**src/rtl/mem_port_arbiter.sv**
```systemverilog
// Two-master memory port arbiter: instruction fetch and data requests share one
// memory command port, one transaction in flight, with fetch anti-starvation and a WAIT timeout.
module mem_port_arbiter #(
   parameter int unsigned STARVE_LIMIT = 4,
   parameter int unsigned TIMEOUT      = 255
) (
   input  logic        clk,
   input  logic        rst,
   input  logic        if_req,
   input  logic [31:0] if_addr,
   output logic        if_valid,
   output logic [31:0] if_rdata,
   input  logic        d_req,
   input  logic        d_we,
   input  logic [31:0] d_addr,
   input  logic [31:0] d_wdata,
   input  logic [3:0]  d_wstrb,
   output logic        d_valid,
   output logic [31:0] d_rdata,
   output logic        m_req,
   output logic        m_we,
   output logic [31:0] m_addr,
   output logic [31:0] m_wdata,
   output logic [3:0]  m_wstrb,
   input  logic        m_gnt,
   input  logic        m_rvalid,
   input  logic [31:0] m_rdata,
   output logic        bus_err,
   output logic        stall_if,
   output logic        stall_mem
);

   typedef enum logic [1:0] {
      IDLE  = 2'd0,
      ISSUE = 2'd1,
      WAIT  = 2'd2,
      RESP  = 2'd3
   } state_e;

   localparam logic [3:0] STARVE_MAX   = 4'(STARVE_LIMIT);
   localparam logic [7:0] TIMEOUT_LAST = 8'(TIMEOUT - 1);

   state_e      state_q, state_d;
   logic        ownerData_q, ownerData_d;
   logic [3:0]  starveCnt_q, starveCnt_d;
   logic [7:0]  timeoutCnt_q, timeoutCnt_d;
   logic        mReq_q, mReq_d;
   logic        mWe_q, mWe_d;
   logic [31:0] mAddr_q, mAddr_d;
   logic [31:0] mWdata_q, mWdata_d;
   logic [3:0]  mWstrb_q, mWstrb_d;
   logic        ifValid_q, ifValid_d;
   logic        dValid_q, dValid_d;
   logic        busErr_q, busErr_d;
   logic [31:0] ifRdata_q, ifRdata_d;
   logic [31:0] dRdata_q, dRdata_d;
   logic        fetchWins;
   logic        respond;
   logic        respErr;
   logic [31:0] respData;

   always_comb begin
      state_d      = state_q;
      ownerData_d  = ownerData_q;
      starveCnt_d  = starveCnt_q;
      timeoutCnt_d = timeoutCnt_q;
      mReq_d       = mReq_q;
      mWe_d        = mWe_q;
      mAddr_d      = mAddr_q;
      mWdata_d     = mWdata_q;
      mWstrb_d     = mWstrb_q;
      ifValid_d    = 1'b0;
      dValid_d     = 1'b0;
      busErr_d     = 1'b0;
      ifRdata_d    = ifRdata_q;
      dRdata_d     = dRdata_q;
      respond      = 1'b0;
      respErr      = 1'b0;
      respData     = '0;
      // Data normally wins; a fetch that has waited out STARVE_LIMIT data grants takes the port.
      fetchWins    = if_req && (!d_req || (starveCnt_q == STARVE_MAX));

      case (state_q)
         IDLE: begin
            if (if_req || d_req) begin
               mReq_d  = 1'b1;
               state_d = ISSUE;
               if (fetchWins) begin
                  ownerData_d = 1'b0;
                  mWe_d       = 1'b0;
                  mAddr_d     = if_addr;
                  mWdata_d    = '0;
                  mWstrb_d    = '0;
                  starveCnt_d = '0;
               end else begin
                  ownerData_d = 1'b1;
                  mWe_d       = d_we;
                  mAddr_d     = d_addr;
                  mWdata_d    = d_wdata;
                  mWstrb_d    = d_wstrb;
                  if (if_req && (starveCnt_q != STARVE_MAX)) begin
                     starveCnt_d = starveCnt_q + 4'd1;
                  end
               end
            end
         end
         ISSUE: begin
            if (m_gnt) begin
               mReq_d       = 1'b0;
               timeoutCnt_d = '0;
               state_d      = WAIT;
            end
         end
         WAIT: begin
            if (m_rvalid) begin
               respond  = 1'b1;
               respData = mWe_q ? 32'd0 : m_rdata;
            end else if (timeoutCnt_q == TIMEOUT_LAST) begin
               respond = 1'b1;
               respErr = 1'b1;
            end else begin
               timeoutCnt_d = timeoutCnt_q + 8'd1;
            end
         end
         RESP: begin
            state_d = IDLE;
         end
         default: begin
            state_d = IDLE;
         end
      endcase

      if (respond) begin
         state_d  = RESP;
         busErr_d = respErr;
         if (ownerData_q) begin
            dValid_d = 1'b1;
            dRdata_d = respData;
         end else begin
            ifValid_d = 1'b1;
            ifRdata_d = respData;
         end
      end
   end

   always_ff @(posedge clk or posedge rst) begin
      if (rst) begin
         state_q      <= IDLE;
         ownerData_q  <= 1'b0;
         starveCnt_q  <= '0;
         timeoutCnt_q <= '0;
         mReq_q       <= 1'b0;
         mWe_q        <= 1'b0;
         mAddr_q      <= '0;
         mWdata_q     <= '0;
         mWstrb_q     <= '0;
         ifValid_q    <= 1'b0;
         dValid_q     <= 1'b0;
         busErr_q     <= 1'b0;
         ifRdata_q    <= '0;
         dRdata_q     <= '0;
      end else begin
         state_q      <= state_d;
         ownerData_q  <= ownerData_d;
         starveCnt_q  <= starveCnt_d;
         timeoutCnt_q <= timeoutCnt_d;
         mReq_q       <= mReq_d;
         mWe_q        <= mWe_d;
         mAddr_q      <= mAddr_d;
         mWdata_q     <= mWdata_d;
         mWstrb_q     <= mWstrb_d;
         ifValid_q    <= ifValid_d;
         dValid_q     <= dValid_d;
         busErr_q     <= busErr_d;
         ifRdata_q    <= ifRdata_d;
         dRdata_q     <= dRdata_d;
      end
   end

   assign m_req     = mReq_q;
   assign m_we      = mWe_q;
   assign m_addr    = mAddr_q;
   assign m_wdata   = mWdata_q;
   assign m_wstrb   = mWstrb_q;
   assign if_valid  = ifValid_q;
   assign d_valid   = dValid_q;
   assign bus_err   = busErr_q;
   assign if_rdata  = ifRdata_q;
   assign d_rdata   = dRdata_q;
   assign stall_if  = if_req && !ifValid_q;
   assign stall_mem = d_req && !dValid_q;

endmodule

```
**config.mk**
```make
export PLATFORM = sky130hd
export DESIGN_NAME = mem_port_arbiter
export DESIGN_NICKNAME = d
export VERILOG_FILES = /design/src/rtl/mem_port_arbiter.sv
export SDC_FILE = /design/constraint.sdc
export NUM_CORES = 1
export LEC_CHECK = 0
export CORE_MARGIN = 2
export CORE_UTILIZATION = 38
export DETAILED_ROUTE_END_ITERATION = 8
export GPL_ROUTABILITY_DRIVEN = 0
export GPL_TIMING_DRIVEN = 0
export PLACE_DENSITY = 0.76
export SLEW_MARGIN = 20
export SYNTH_ARGS = -nofsm -noshare
export SYNTH_HDL_FRONTEND = slang
export SYNTH_SLANG_ARGS = --single-unit
```
**constraint.sdc**
```tcl
create_clock -name clk -period 4.25 [get_ports clk]
set_input_delay 0.425 -clock clk [delete_from_list [all_inputs] [get_ports clk]]
set_output_delay 0.425 -clock clk [all_outputs]
set_load 0.03 [all_outputs]
```
==> After elaboration in Yosys (flattened, before gate mapping) <==
Cells that the tools add are included.
{ "op_classes": {"add_sub_neg": 2, "mul": 0, "div_mod_pow": 0, "magnitude_cmp": 0, "n_eq_ne": 12, "n_shift": 0, "n_mux": 31, "bitwise": 1, "n_reduce_logical": 21} }
{ "ops": {"columns": ["op", "count"], "rows": [
  ["2-to-1 mux 32 bit", 5],
  ["2-to-1 mux 8 bit", 3],
  ["case mux 8 bit (2 select lines)", 1],
  ["2-to-1 mux 1 bit", 14],
  ["2-to-1 mux 4 bit", 3],
  ["AND reduction 3 bit", 3],
  ["adder 8 x 1 -> 8 bit (second input constant)", 1],
  ["== test 8 bit (second input constant)", 1],
  ["!= test 2 bit (second input constant)", 4],
  ["2-to-1 mux 2 bit", 3],
  ["!= test 3 bit (second input constant)", 2],
  ["case mux 2 bit (3 select lines)", 1],
  ["AND reduction 2 bit", 3],
  ["nonzero test 2 bit", 3],
  ["adder 4 x 1 -> 4 bit (second input constant)", 1],
  ["== test 2 bit (second input constant)", 2],
  ["== test 4 x 3 -> 1 bit (second input constant)", 1],
  ["logical AND 1 bit", 4],
  ["!= test 4 x 3 -> 1 bit (second input constant)", 1],
  ["AND reduction 4 bit", 1],
  ["nonzero test 4 bit", 1],
  ["logical NOT 1 bit", 3],
  ["== test 2 x 1 -> 1 bit (second input constant)", 1],
  ["logical NOT 2 bit", 1],
  ["3 further kinds", 4]
]} }
{ "totals": {"regBits": 152, "latch_bits": 0, "mem_bits_rw": 0, "mem_bits_ro": 0, "inputBits": 139, "word_cells": 81, "n_memories": 0} }

==> Logic depth before layout (Yosys ltp) <==
Gate-level depths: netlist of run 1.
{ "depth": {"depth_word": 6, "mapped_depth": 9} }

==> Worst setup path after synthesis of run 1 <==
OpenSTA, ideal clock, no wires.
{ "synth_path": {"kind": "input port to output port", "from": "input port d_req", "to": "output port stall_mem", "arrival_ns": 1.167, "setup_slack_ns": 2.658, "path_stages": 2, "cell_sequence": "clkbuf_1 nor2b_1"} }
{ "synth_between": {"elab_chain_cells": 1} }
{ "synth_rtl": {"columns": ["item", "line_no", "source"], "rows": [
  ["start, declared", "13", "input logic d_req,"],
  ["logical AND 1 bit", "191", "assign stall_mem = d_req && !dValid_q;"],
  ["end, declared", "30", "output logic stall_mem"]
]} }
No other way between the ends.

==> Worst setup path in the final report of run 1 <==
{ "layout_path": {"from": "input port if_req", "to": "output port stall_if"} }
{ "layout_between": {"elab_chain_cells": 1} }
{ "layout_rtl": {"columns": ["item", "line_no", "source"], "rows": [
  ["start, declared", "9", "input logic if_req,"],
  ["logical AND 1 bit", "190", "assign stall_if = if_req && !ifValid_q;"],
  ["end, declared", "29", "output logic stall_if,"]
]} }
No other way between the ends.

==> results of run 1 <==
## state kept, by name (all words and copies together) (netlist names)
register / cells
m_wdata: 32
ownerData_q: 1
if_valid: 1
bus_err: 1
m_wstrb: 4
state_q: 2
d_valid: 1
m_req: 1
d_rdata: 32
starveCnt_q: 4
if_rdata: 32
timeoutCnt_q: 8
m_we: 1
m_addr: 32
## per-layer routing
layer | global-route usage [%] | share of wire, %
met1 | 26.2 | 40
met5 | 0 | 0
met3 | 7.34 | 8.2
met2 | 36.8 | 50
met4 | 7.68 | 1.8
## critical path: cells and delay by family
kind / cells / cell delay, ps
buf+inv: 2 / 1360
simple gates: 1 / 180
## cell families after synthesis
kind of cell / count (synthesis)
buf+inv: 51
mux: 2
simple gates: 256
flops: 152
fa+ha+maj: 4
compound gates: 153
## path summary, 6_finish.rpt
check	start	end	slack, ps
max in group asynchronous	rst	m_addr[27]	2780
setup reg to reg	starveCnt_q[0]	m_addr[3]	2400
hold reg to reg	m_wdata[6]	m_wdata[6]	460
hold / removal	rst	if_rdata[5]	430
min in group clk	m_wdata[6]	m_wdata[6]	460
setup / recovery	if_req	stall_if	1860
## layout make-up
cell class              instances  area share, %
repair buffers                280           28.4
inverters                       7          0.300
clock buffers                  17           4.25
well taps                     220           2.75
clock inverters                15           1.32
plain buffers                  44           2.16
multi-input cells             415           22.9
flip-flops and latches        152           38.0
## stage by stage
| stage | instance area, um2 | total power [mW] |
|---|---|---|
| after global placement | 9380 | 6.19 |
| after floorplan | 6340 | 4.58 |
| after global routing | 10000 | 8.07 |
| after CTS | 10000 | 7.73 |
| after detailed placement | 9460 | 6.26 |
| final | 10000 | 7.65 |
## where the power goes
| group | total (mW) | switching [mW] | internal (mW) |
|---|---|---|---|
| Clock | 1.44 | 0.669 | 0.772 |
| Combinational | 3.81 | 2.22 | 1.60 |
| Sequential | 2.40 | 0.351 | 2.05 |
## placed cells by master (no fill, tap or decap), drive strengths merged, types with 3 or more instances in the layout
cell	netlist	routed
dfrtp	152	152
inv	7	16
nand2b	34	34
a21oi	68	68
clkinvlp	0	5
o2bb2ai	65	65
nand2	120	120
nor2	36	36
nor3	4	4
o21ai	10	10
ha	4	4
nand3	48	48
buf	27	31
o21a	3	3
clkbuf	17	34
clkdlybuf4s50	0	276
==> impl_metrics.yaml, run 1 <==
run_status:
  status: "finished clean"
clocking:
  cts.sinks: 152
  cts-root-buf: "clkbuf_16"
  postCtsSetupBuffers: 0
  cts_made_buffers: 17
  cts_tree: "done"
  cts_resized: 0
  clk_path_buf_depth: 2
  clk_pin_slew_ps: 70
  cts.htree.levels: 4
  insertion_delay_ps: 430
  holdBufCountCts: 0
routing:
  drc: 0
  first_iter_violations: 214
  dr.pass1.iters: 4
  routed_wl_um: 19000
  post_drt_via_cell_ratio: 4.96
  routedWlPerCell_um: 16.5
  antenna_left: 0
  via_count: 5700
timing:
  fin_ws_ps: 1860
  min_period_ps: 2390
  tns_ps: 0
  finalMaxSlewViolations: 0
  rsz0062_at_grt: "no"
  finalSetupViolations: 0
  holdWs_ps: 428
  fmax_mhz: 419
  hold_viol: 0
  fin_skew_ps: 9.74
  max-slew-margin-rel_pct: 57.3
  fin_crit_sh_pct: 56.2
  worst_pin_slew_ps: 640
logic_synthesis:
  syn_avg_cell_area_um2: 10.3
  synth_compound_area_share_pct: 16.6
  synthTopCellsByArea: "dfrtp_1 (60%), o2bb2ai_1 (9.0%), nand2_1 (7.1%), a21oi_1 (5.4%), nand3_1 (3.8%)"
  synth_xor_area_share_pct: 0
  ys.flop_type: "dfrtp_1"
  ys_warn_count: 0
  async_reset_ff_share_pct: 100
  synth_area_um2: 6340
  synth_top_cell_area_share_pct: 60.0
  yosysMostFrequentCell: "dfrtp_1"
  synth_mux_area_share_pct: 0.316
  syn-num-nets: 761
  syn_inst: 618
  synth_top_area_cell: "dfrtp_1"
  yosys_register_bits: 152
  synth_fa_ha_area_share_pct: 0.789
  synth-edff-count: 0
  synthSimpleGateAreaFrac_pct: 18.4
  yosysSeqAreaShare_pct: 60.0
  yosys.cell_types.count: 35
  synthTopCellsByCount: "dfrtp_1 (152), nand2_1 (120), a21oi_1 (68)"
  synth_top_family_by_area: "simple AND/OR/NAND/NOR gates"
finish:
  nFillCells: 1402
  seq_area_um2: 3800
  area_growth_pct: 58.0
  antenna_cells: 0
  fin_cells: 1150
  final_core_util_pct: 60.9
  nNetsFinal: 1060
  layout-drive-gt1-share_pct: 7.74
  multi_input_area_um2: 2290
worst_setup_path:
  critical_path.max_stage_delay_ps: 680
  required_ps: 3830
  crit_arrival_ps: 1960
  crit_type: "input pin to primary output"
  path_common_cell: "clkdlybuf4s50_1"
  cp_slowest_cell: "clkdlybuf4s50_1"
  cp_cell_sequence: "clkdlybuf4s50_1 -> nor2b_1 -> clkdlybuf4s50_1"
  r2r_cells: 7
  worstPathMaxFanout: 8
  cp-start-kind: "input pin"
  worstSetupEndpointType: "primary output"
global_routing:
  grt_max_degree: 36
  antenna_found_initial: 0
  grt_overflow: 0
  grt_usage_pct: 21.8
  grt_pass1_vias: 5700
  grt_pass1_wl_um: 30300
floorplanning:
  rows: 47
  io_pins: 278
  coreArea_um2: 16500
  die_x_um: 133
  die_h_um: 133
  start_util_pct: 38.5
  dieArea_um2: 17700
placement:
  dpl.hpwl_um: 14100
  placed_cells: 1118
  place_ws_ps: 1870
  place.port_buffers: 276
power_and_ir_drop:
  power_density_nw_per_um2: 764
  leakage_nw: 4.39
  peakVddDrop_mv: 0.375
worst_hold_path:
  hold_class: "input pin to asynchronous set/reset pin"
job:
  maxCapViolCount: 0
Note: power is estimated with default switching activity, not from simulation.
==> run 2, diff against run 1 <==
- clock period: 4.25 -> 2.1 ns (I/O delays scaled with it)
==> results of run 2 <==
The final DEF is identical to that of run 1. Status: finished clean.
Main changes from that run: setup slack after placement 1870 ps -> 21.2 ps; setup slack after layout 1860 ps -> 143 ps; hold slack 428 ps -> 213 ps; register-to-register setup slack 2400 ps -> 250 ps; total power 7.65 mW -> 15.5 mW; worst IR drop on VDD 0.375 mV -> 0.759 mV
==> variant (config.mk and constraints of run 2) <==
Take the reset off `mAddr_q` and load it in a clocked block of its own.
--- a/src/rtl/mem_port_arbiter.sv
+++ b/src/rtl/mem_port_arbiter.sv
@@ -152,5 +152,4 @@
          mReq_q       <= 1'b0;
          mWe_q        <= 1'b0;
-         mAddr_q      <= '0;
          mWdata_q     <= '0;
          mWstrb_q     <= '0;
@@ -167,5 +166,4 @@
          mReq_q       <= mReq_d;
          mWe_q        <= mWe_d;
-         mAddr_q      <= mAddr_d;
          mWdata_q     <= mWdata_d;
          mWstrb_q     <= mWstrb_d;
@@ -176,4 +174,8 @@
          dRdata_q     <= dRdata_d;
       end
+   end
+
+   always_ff @(posedge clk) begin
+      mAddr_q <= mAddr_d;
    end
 
Check against the original RTL: not equivalent (Yosys sat finds a counterexample within 4 cycles, from zero or initial values and one cycle with rst high).
==> variant against run 2 <==
  * Total power is 7.6% lower
  * Synthesized area up 17%
  * Hold slack lost 0.027 ns
  * Routed wire length is 7.5% higher
  * Highest routed layer unchanged
  * Setup slack worse by 0.028 ns
  * Sequential cell count is the same
  * Non-clock buffer count up 3
  * Critical path depth rose by 4
  * Final area grew 13%
  * First-iteration DRC count is 14% lower
  * Synthesized cell count is 4.2% lower
  * Via count rose by 1.3%
  * Count of clock-buffer cells in the layout increased by 2
==> variant: results (changes against run 2) <==
- Area of the multi-input gates: 3080 um^2 (+34%)
- Placed cell count: 1136 (+1.6%)
- Number of global-route vias before repair: 5751 (+0.89%)
- DR vias: 5776 (+1.3%)
- Max stage delay on crit path: 0.42 ns (-0.26 ns)
- Total Routing Usage GR: 19.7% (-2.1 points)
- # fillers: 1646 (+17%)
- Adder-cell share of the synthesized area: 0.674% (-0.12 points)
- Fraction of registers with async set/reset: 78.9% (-21 points)
- CLK BUF: 19 (+2)
- CP max-delay cell: dfrtp_1
- Avg Cell Area, Syn: 12.5 um^2 (+22%)
- Buffer share of cell area: 28.1% (-2.5 points)
- Seq/Total Area, Yosys: 53.4% (-6.6 points)
- Final HPWL DP: 15300 um (+8.2%)
- Port buffer count: 275 (-0.36%)
- Multi-input gate count: 351 (-15%)
- Internal Power: 8.87 mW (-0.78%)
- DR iter-0 viols: 183 (-14%)
- Leakage Power: 4.42 nW (+0.85%)
- Delay-heaviest family, CP: flip-flops
- Max FO, Critical Path: 10 (+2)
- Outcome: finished, final reports clean
- Clk_skew: 0.00824 ns (-0.00151 ns)
- Clk cell area share: 4.97% (-0.60 points)
- Sequential cell count: 152 (unchanged)
-- variant: cell count changes after synthesis, sizes merged, moves of 35 or more --
cell	delta
a21o	+64
a21oi	-65
inv	+37
mux2	+96
nand2	-107
nand3	-44
o21ai	+35
o2bb2ai	-65
o31ai	+37
-- variant: final timing paths --
check,start,end,slack [ns],cells past startpoint
min in group asynchronous,rst,if_rdata[21],0.26,2
setup reg to reg,starveCnt_q[0],m_addr[26],0.12,7
hold / removal,d_req,starveCnt_q[2],0.19,3
hold reg to reg,m_req,m_req,0.48,2
setup / recovery,starveCnt_q[0],m_addr[26],0.12,7
max in group asynchronous,rst,m_wdata[28],0.92,5
-- variant: per-layer routing --
metal	GRT usage [%]	wire length [um]	vias up
li1	-	-	2756
met1	24.1	8370	2777
met2	32.5	9840	223
met3	7.53	1980	20
met4	5.68	264	0
met5	0	0	-
-- variant: timing repair --
item	4_1_cts	5_1_grt
setup endpoints to repair	124	124
buffers inserted	0	4
pin swaps	0	1
gates cloned	1	0
resized for setup	8	9
